<file path="src/rtl/sobel_window_ctrl.sv">
// Frame sequencer for the 3x3 Sobel matrix: line buffers, row taps, window tagging,
// end-of-frame pipeline flush and a 2-entry result slot with skid.
module sobel_window_ctrl #(
  parameter int PIC_WIDTH  = 250,
  parameter int PIC_HEIGHT = 250,
  parameter int DW         = 8,
  parameter int MAT_LAT    = 2
) (
  input  logic          clk,
  input  logic          rst_n,
  input  logic          start,
  input  logic          s_valid,
  input  logic [DW-1:0] s_data,
  output logic          s_ready,
  input  logic          out_ready,
  output logic          mat_valid,
  output logic [DW-1:0] mat_din1,
  output logic [DW-1:0] mat_din2,
  output logic [DW-1:0] mat_din3,
  input  logic [DW-1:0] mat_dout,
  output logic          out_valid,
  output logic [DW-1:0] out_data,
  output logic [8:0]    out_row,
  output logic [8:0]    out_col,
  output logic          busy,
  output logic          frame_done
);

  typedef enum logic [2:0] {IDLE, FILL, RUN, FLUSH, DONE} state_t;

  typedef struct packed {
    logic       ok;
    logic [8:0] row;
    logic [8:0] col;
  } tag_t;

  // live=1: data is still the current mat_dout and is captured at the next matrix beat
  typedef struct packed {
    logic          vld;
    logic          live;
    logic [8:0]    row;
    logic [8:0]    col;
    logic [DW-1:0] data;
  } res_t;

  localparam logic [8:0] COL_LAST = 9'(PIC_WIDTH - 1);
  localparam logic [8:0] ROW_LAST = 9'(PIC_HEIGHT - 1);
  localparam int AW  = $clog2(PIC_WIDTH);
  localparam int FCW = $clog2(MAT_LAT + 1);
  localparam logic [FCW-1:0] FLUSH_LAST = FCW'(MAT_LAT - 1);

  state_t         state;
  logic [8:0]     row, col;
  logic [AW-1:0]  lb_idx;
  logic [DW-1:0]  lb0 [PIC_WIDTH];
  logic [DW-1:0]  lb1 [PIC_WIDTH];
  tag_t           mat_tag;
  tag_t           tag_pipe [MAT_LAT];
  tag_t           popped;
  res_t           res_a, res_b, res_a_n, res_b_n, res_new;
  logic [FCW-1:0] flush_cnt;
  logic           beat, flush_issue, pop, row_end;

  assign lb_idx = col[AW-1:0];
  assign popped = tag_pipe[MAT_LAT-1];
  assign row_end = (col == COL_LAST);

  // New matrix beats only when the skid slot is empty, so an in-flight result always has room
  assign s_ready     = (state == FILL) | ((state == RUN) & out_ready & ~res_b.vld);
  assign beat        = s_valid & s_ready;
  assign flush_issue = (state == FLUSH) & out_ready & ~res_b.vld;
  assign pop         = res_a.vld & out_ready;

  assign busy      = (state != IDLE);
  assign out_valid = res_a.vld;
  assign out_row   = res_a.row;
  assign out_col   = res_a.col;
  assign out_data  = res_a.live ? mat_dout : res_a.data;

  always_comb begin
    res_a_n = res_a;
    res_b_n = res_b;
    res_new = '0;
    res_new.vld  = 1'b1;
    res_new.live = 1'b1;
    res_new.row  = popped.row - 9'd1;
    res_new.col  = popped.col - 9'd1;
    if (mat_valid) begin
      if (res_a_n.live) begin
        res_a_n.data = mat_dout;
        res_a_n.live = 1'b0;
      end
      if (res_b_n.live) begin
        res_b_n.data = mat_dout;
        res_b_n.live = 1'b0;
      end
    end
    if (pop) begin
      res_a_n = res_b_n;
      res_b_n = '0;
    end
    if (mat_valid && popped.ok) begin
      if (!res_a_n.vld) res_a_n = res_new;
      else              res_b_n = res_new;
    end
  end

  always_ff @(posedge clk) begin
    if (beat) begin
      lb0[lb_idx] <= lb1[lb_idx];
      lb1[lb_idx] <= s_data;
    end
  end

  always_ff @(posedge clk or negedge rst_n) begin
    if (!rst_n) begin
      state      <= IDLE;
      row        <= '0;
      col        <= '0;
      mat_valid  <= 1'b0;
      mat_din1   <= '0;
      mat_din2   <= '0;
      mat_din3   <= '0;
      mat_tag    <= '0;
      res_a      <= '0;
      res_b      <= '0;
      flush_cnt  <= '0;
      frame_done <= 1'b0;
      for (int i = 0; i < MAT_LAT; i++) tag_pipe[i] <= '0;
    end else begin
      mat_valid  <= 1'b0;
      frame_done <= 1'b0;
      res_a      <= res_a_n;
      res_b      <= res_b_n;
      if (mat_valid) begin
        tag_pipe[0] <= mat_tag;
        for (int i = 1; i < MAT_LAT; i++) tag_pipe[i] <= tag_pipe[i-1];
      end
      case (state)
        IDLE: if (start) begin
          state     <= FILL;
          row       <= '0;
          col       <= '0;
          flush_cnt <= '0;
        end
        FILL, RUN: if (beat) begin
          col <= row_end ? 9'd0 : col + 9'd1;
          if (row_end) row <= row + 9'd1;
          if (state == RUN) begin
            mat_valid <= 1'b1;
            mat_din1  <= lb0[lb_idx];
            mat_din2  <= lb1[lb_idx];
            mat_din3  <= s_data;
            mat_tag   <= tag_t'{ok: (col >= 9'd2), row: row, col: col};
          end
          if (state == FILL && row == 9'd1 && row_end) state <= RUN;
          if (state == RUN && row == ROW_LAST && row_end) state <= FLUSH;
        end
        FLUSH: if (flush_issue) begin
          mat_valid <= 1'b1;
          mat_din1  <= '0;
          mat_din2  <= '0;
          mat_din3  <= '0;
          mat_tag   <= '0;
          flush_cnt <= flush_cnt + 1'b1;
          if (flush_cnt == FLUSH_LAST) state <= DONE;
        end
        DONE: if (!mat_valid && pop && !res_b.vld) begin
          frame_done <= 1'b1;
          state      <= IDLE;
        end
        default: state <= IDLE;
      endcase
    end
  end

endmodule

</file>
<file path="config.mk">
export PLATFORM = sky130hd
export DESIGN_NAME = sobel_window_ctrl
export DESIGN_NICKNAME = d
export VERILOG_FILES = /design/src/rtl/sobel_window_ctrl.sv
export SDC_FILE = /design/constraint.sdc
export NUM_CORES = 2
export LEC_CHECK = 0
export BUFFER_PORTS_ARGS = -buffer_cell sky130_fd_sc_hd__buf_2
export CORE_MARGIN = 2
export CORE_UTILIZATION = 50
export DETAILED_ROUTE_END_ITERATION = 10
export GPL_ROUTABILITY_DRIVEN = 0
export PLACE_DENSITY = 0.65
export REMOVE_ABC_BUFFERS = 1
export SKIP_CTS_REPAIR_TIMING = 1
export SLEW_MARGIN = 20
export SYNTH_ARGS = -nofsm -noshare
export SYNTH_HDL_FRONTEND = slang
export SYNTH_SLANG_ARGS = --single-unit
</file>
<file path="constraint.sdc">
create_clock -name clk -period 12 [get_ports clk]
set_input_delay 1.8 -clock clk [delete_from_list [all_inputs] [get_ports clk]]
set_output_delay 1.8 -clock clk [all_outputs]
set_load 0.01 [all_outputs]
</file>
==> out/results.tsv <==
metric	value	unit
clock root buffer	clkbuf_16	
final instance area	0.1819	sq mm
max frequency	140.6	MHz
Pint	0.02892	W
CTS Buffer Depth	4	
Final Worst Setup Slack	4887	ps
Mapped Area	0.1609	sq mm
DR vias	84862	
fin nets	8088	
Post-DP HPWL	288200	um
M2 GR Usage	43.04	%
Peak VDD IR	0.0004948	V
Worst Path Class, Setup	flop to flop	
busiest grt layer	met2	
GR Overflow Total	0	
CP max stage cell	nor4_2	
HP Class	flop to flop	
Non-Filler Instances	12722	
CTS tree	done	
Comb pwr share	24.3	%
first-pass GRT wire length	662400	um
most frequent cells after synthesis	edfxtp_1 (4000), mux4_2 (921), nor2_1 (357), mux2i_1 (278), nand2_1 (204)	
RR Startpoint	col[0]	
Worst slew margin	12.38	%
worst skew pair latency	1020	ps
top cell type's share of synthesized area	74.66	%
placed cell count	11943	
Top delay family on crit path	buffers and inverters	
row cnt	208	
Design Power	0.04170	W
final setup violation count	0	
Distinct cells, synth	83	
initial cell density of the core	50.18	%
EDFF count, synth	4000	
HP Start	tag_pipe[19]	
CP max FO	138	
RSZ-0062 raised after global routing	no	
Antenna Violating Nets Remaining	0	
1st-iter DRT viols	13950	
vias per cell	6.670	
R2R Setup Slk	4890	ps
max cap viols	0	
mean post-synth cell area	21.17	sq um
vias in the first global route	82138	
pin count of the biggest net entering global routing	227	
Port Buffers	75	
cell repeated most along the worst path	buf_4	
top cell type by total area after synthesis	edfxtp_1	
Fillers	23424	
Pre-antenna DRT Iters	6	
core area	0.3206	sq mm
post-place setup slack	5403	ps
startpoint types	flop	
synthesized netlist cell count	7601	
die area	0.3263	sq mm
CTS H-tree lvls	5	
M3 GR Usage	8.849	%
CP Capture Type	flop	
clock-pin slew on the worst setup and hold paths	60	ps
sequential area share after synthesis	77.18	%
wire per inst	37.74	um
Die H	571.2	um
top_reg_cell synth	edfxtp_1	
Tightest Pin Transition	1310	ps
Ports	76	
NetSw	0.01278	W
Final TNS setup	0	ps
share of cells above drive strength 1	27.13	%
die width	571.2	um
Final Hold Fails	0	
Total GRT Usage	29.33	%
leak pwr	57.07	nW
Seq pwr share	44.7	%
WL final	480100	um
area added between synthesis and finish	13.05	%
critical path arrival	7720	ps
placed cell areas	0.1682	sq mm
final worst-path cycle share	59.28	%
Clock power frac	30.9	%
ordered list of cells on the worst path	buf_12 > buf_4 > buf_4 > nand2b_1 > a211oi_1 > a2111oi_0 > nor4_1 > nor4_2 > buf_4 > a221o_4 > buf_12 > buf_16	
Critical Path RT	12610	ps
# clock sinks	4162	
met1 usage	40.01	%
warnings from Yosys	0	
initial antenna violation count	28	
crit-path max cell delay	770	ps
top post-synthesis cells by area	edfxtp_1 (75%), mux4_2 (13%), dfrtp_1 (2.5%), mux2i_1 (1.7%), a22oi_1 (0.87%)	
most common cell in the synthesized netlist	edfxtp_1	
Period minus WS final	7113	ps
DRC	0	
Yosys reg bits	4162	
worst setup path startpoint	col[0]	
CTS buffer count	414	
Net Sw Frac	30.65	%
Slew Viols, Final	0	
asr flop ratio synth	3.892	%
status	complete, no violations	
Clock Skews	93.21	ps
CP Buf/Inv Count	6	
Pwr Density	229.3	mW/mm^2
==> metal layers <==
metal  vias to the layer above  share of wire, %
met5                         -             0.052
met4                        24               6.1
met3                      1180                13
met2                      5857                45
met1                     45034                36
li1                      32767                 -
==> cell type report <==
type	count	area [sq um]	share of cell area, %
sequential	4162	124200	68.29
multi-input combinational	2945	34600	19.02
clock buffer	526	10990	6.044
tap	4305	5386	2.962
timing repair buffer	514	4078	2.242
clock inverter	237	2506	1.378
inverter	21	86.33	0.04747
antenna	12	30.03	0.01651
==> cells by family (layout without fill, tap and decap cells) <==
family / Yosys count / in the layout / synth area share [%]
and+or+nand+nor: 903 / 903 / 2.593
adders and majority gates: 9 / 9 / 0.07000
AOI/OAI and AO/OA: 735 / 735 / 3.214
DFF: 4162 / 4162 / 77.18
xor gates and xnor gates: 18 / 18 / 0.09799
buffers and inverters: 494 / 1298 / 1.653
other: 0 / 12 / 0
muxes: 1280 / 1280 / 15.19
==> power by group through the flow <==
stage	logic [W]	registers, W	clock network [W]
3_5_place_dp	0.00997	0.0190	0
3_3_place_gp	0.00970	0.0189	0
2_1_floorplan	0.00877	0.0203	0
4_1_cts	0.00998	0.0187	0.0130
6_report	0.0101	0.0187	0.0129
5_1_grt	0.0106	0.0187	0.0136
==> tightest hold or removal path, cell delays in order, from the launching register on <==
cell	delay (ps)
dfrtp_1	340
nand2_1	50
o21ai_0	60
==> cells in the final DEF, fill, tap and decap left out, drive strengths merged, types with 25 or more instances in the layout <==
| master | synthesis | layout |
|---|---|---|
| a211oi | 51 | 51 |
| a21oi | 104 | 104 |
| clkinv | 2 | 180 |
| a22o | 43 | 43 |
| o21ai | 92 | 92 |
| mux4 | 921 | 921 |
| nor3 | 48 | 48 |
| nor4 | 28 | 28 |
| bufinv | 0 | 37 |
| o22ai | 70 | 70 |
| clkbuf | 159 | 535 |
| dfrtp | 162 | 162 |
| a31oi | 25 | 25 |
| nand3 | 91 | 91 |
| a22oi | 186 | 186 |
| mux2 | 81 | 81 |
| nor2 | 357 | 357 |
| a221oi | 59 | 59 |
| edfxtp | 4000 | 4000 |
| nand2 | 204 | 204 |
| inv | 19 | 32 |
| mux2i | 278 | 278 |
| and3 | 35 | 35 |
| nand4 | 29 | 29 |
| buf | 314 | 505 |
==> worst paths after layout <==
path,endpoint,cells after the start
max in group asynchronous,col[2],2
min,popped[0],2
max,lb0[21][6],12
min in group asynchronous,mat_din2[7],1
max reg2reg,lb0[21][6],12
min reg2reg,popped[0],2
==> stage by stage <==
stage	hold WS (ps)	util [%]
5_1_grt	517.3	56.72
6_report	469.8	56.73
3_3_place_gp	461.9	52.44
3_5_place_dp	470.5	52.46
4_1_cts	475.9	56.67
2_1_floorplan	443.9	-
==> registers in the layout, summed over array words and instances (netlist names), 2 cells and up <==
signal     cells
out_row        9
row            9
out_col        9
mat_din1       8
state          3
flush_cnt      2
mat_din2       8
popped        19
lb0         2000
res_a          9
col            9
mat_din3       8
mat_tag       19
tag_pipe      19
res_b         28
lb1         2000
No activity file was read; power rests on OpenSTA's default activity.
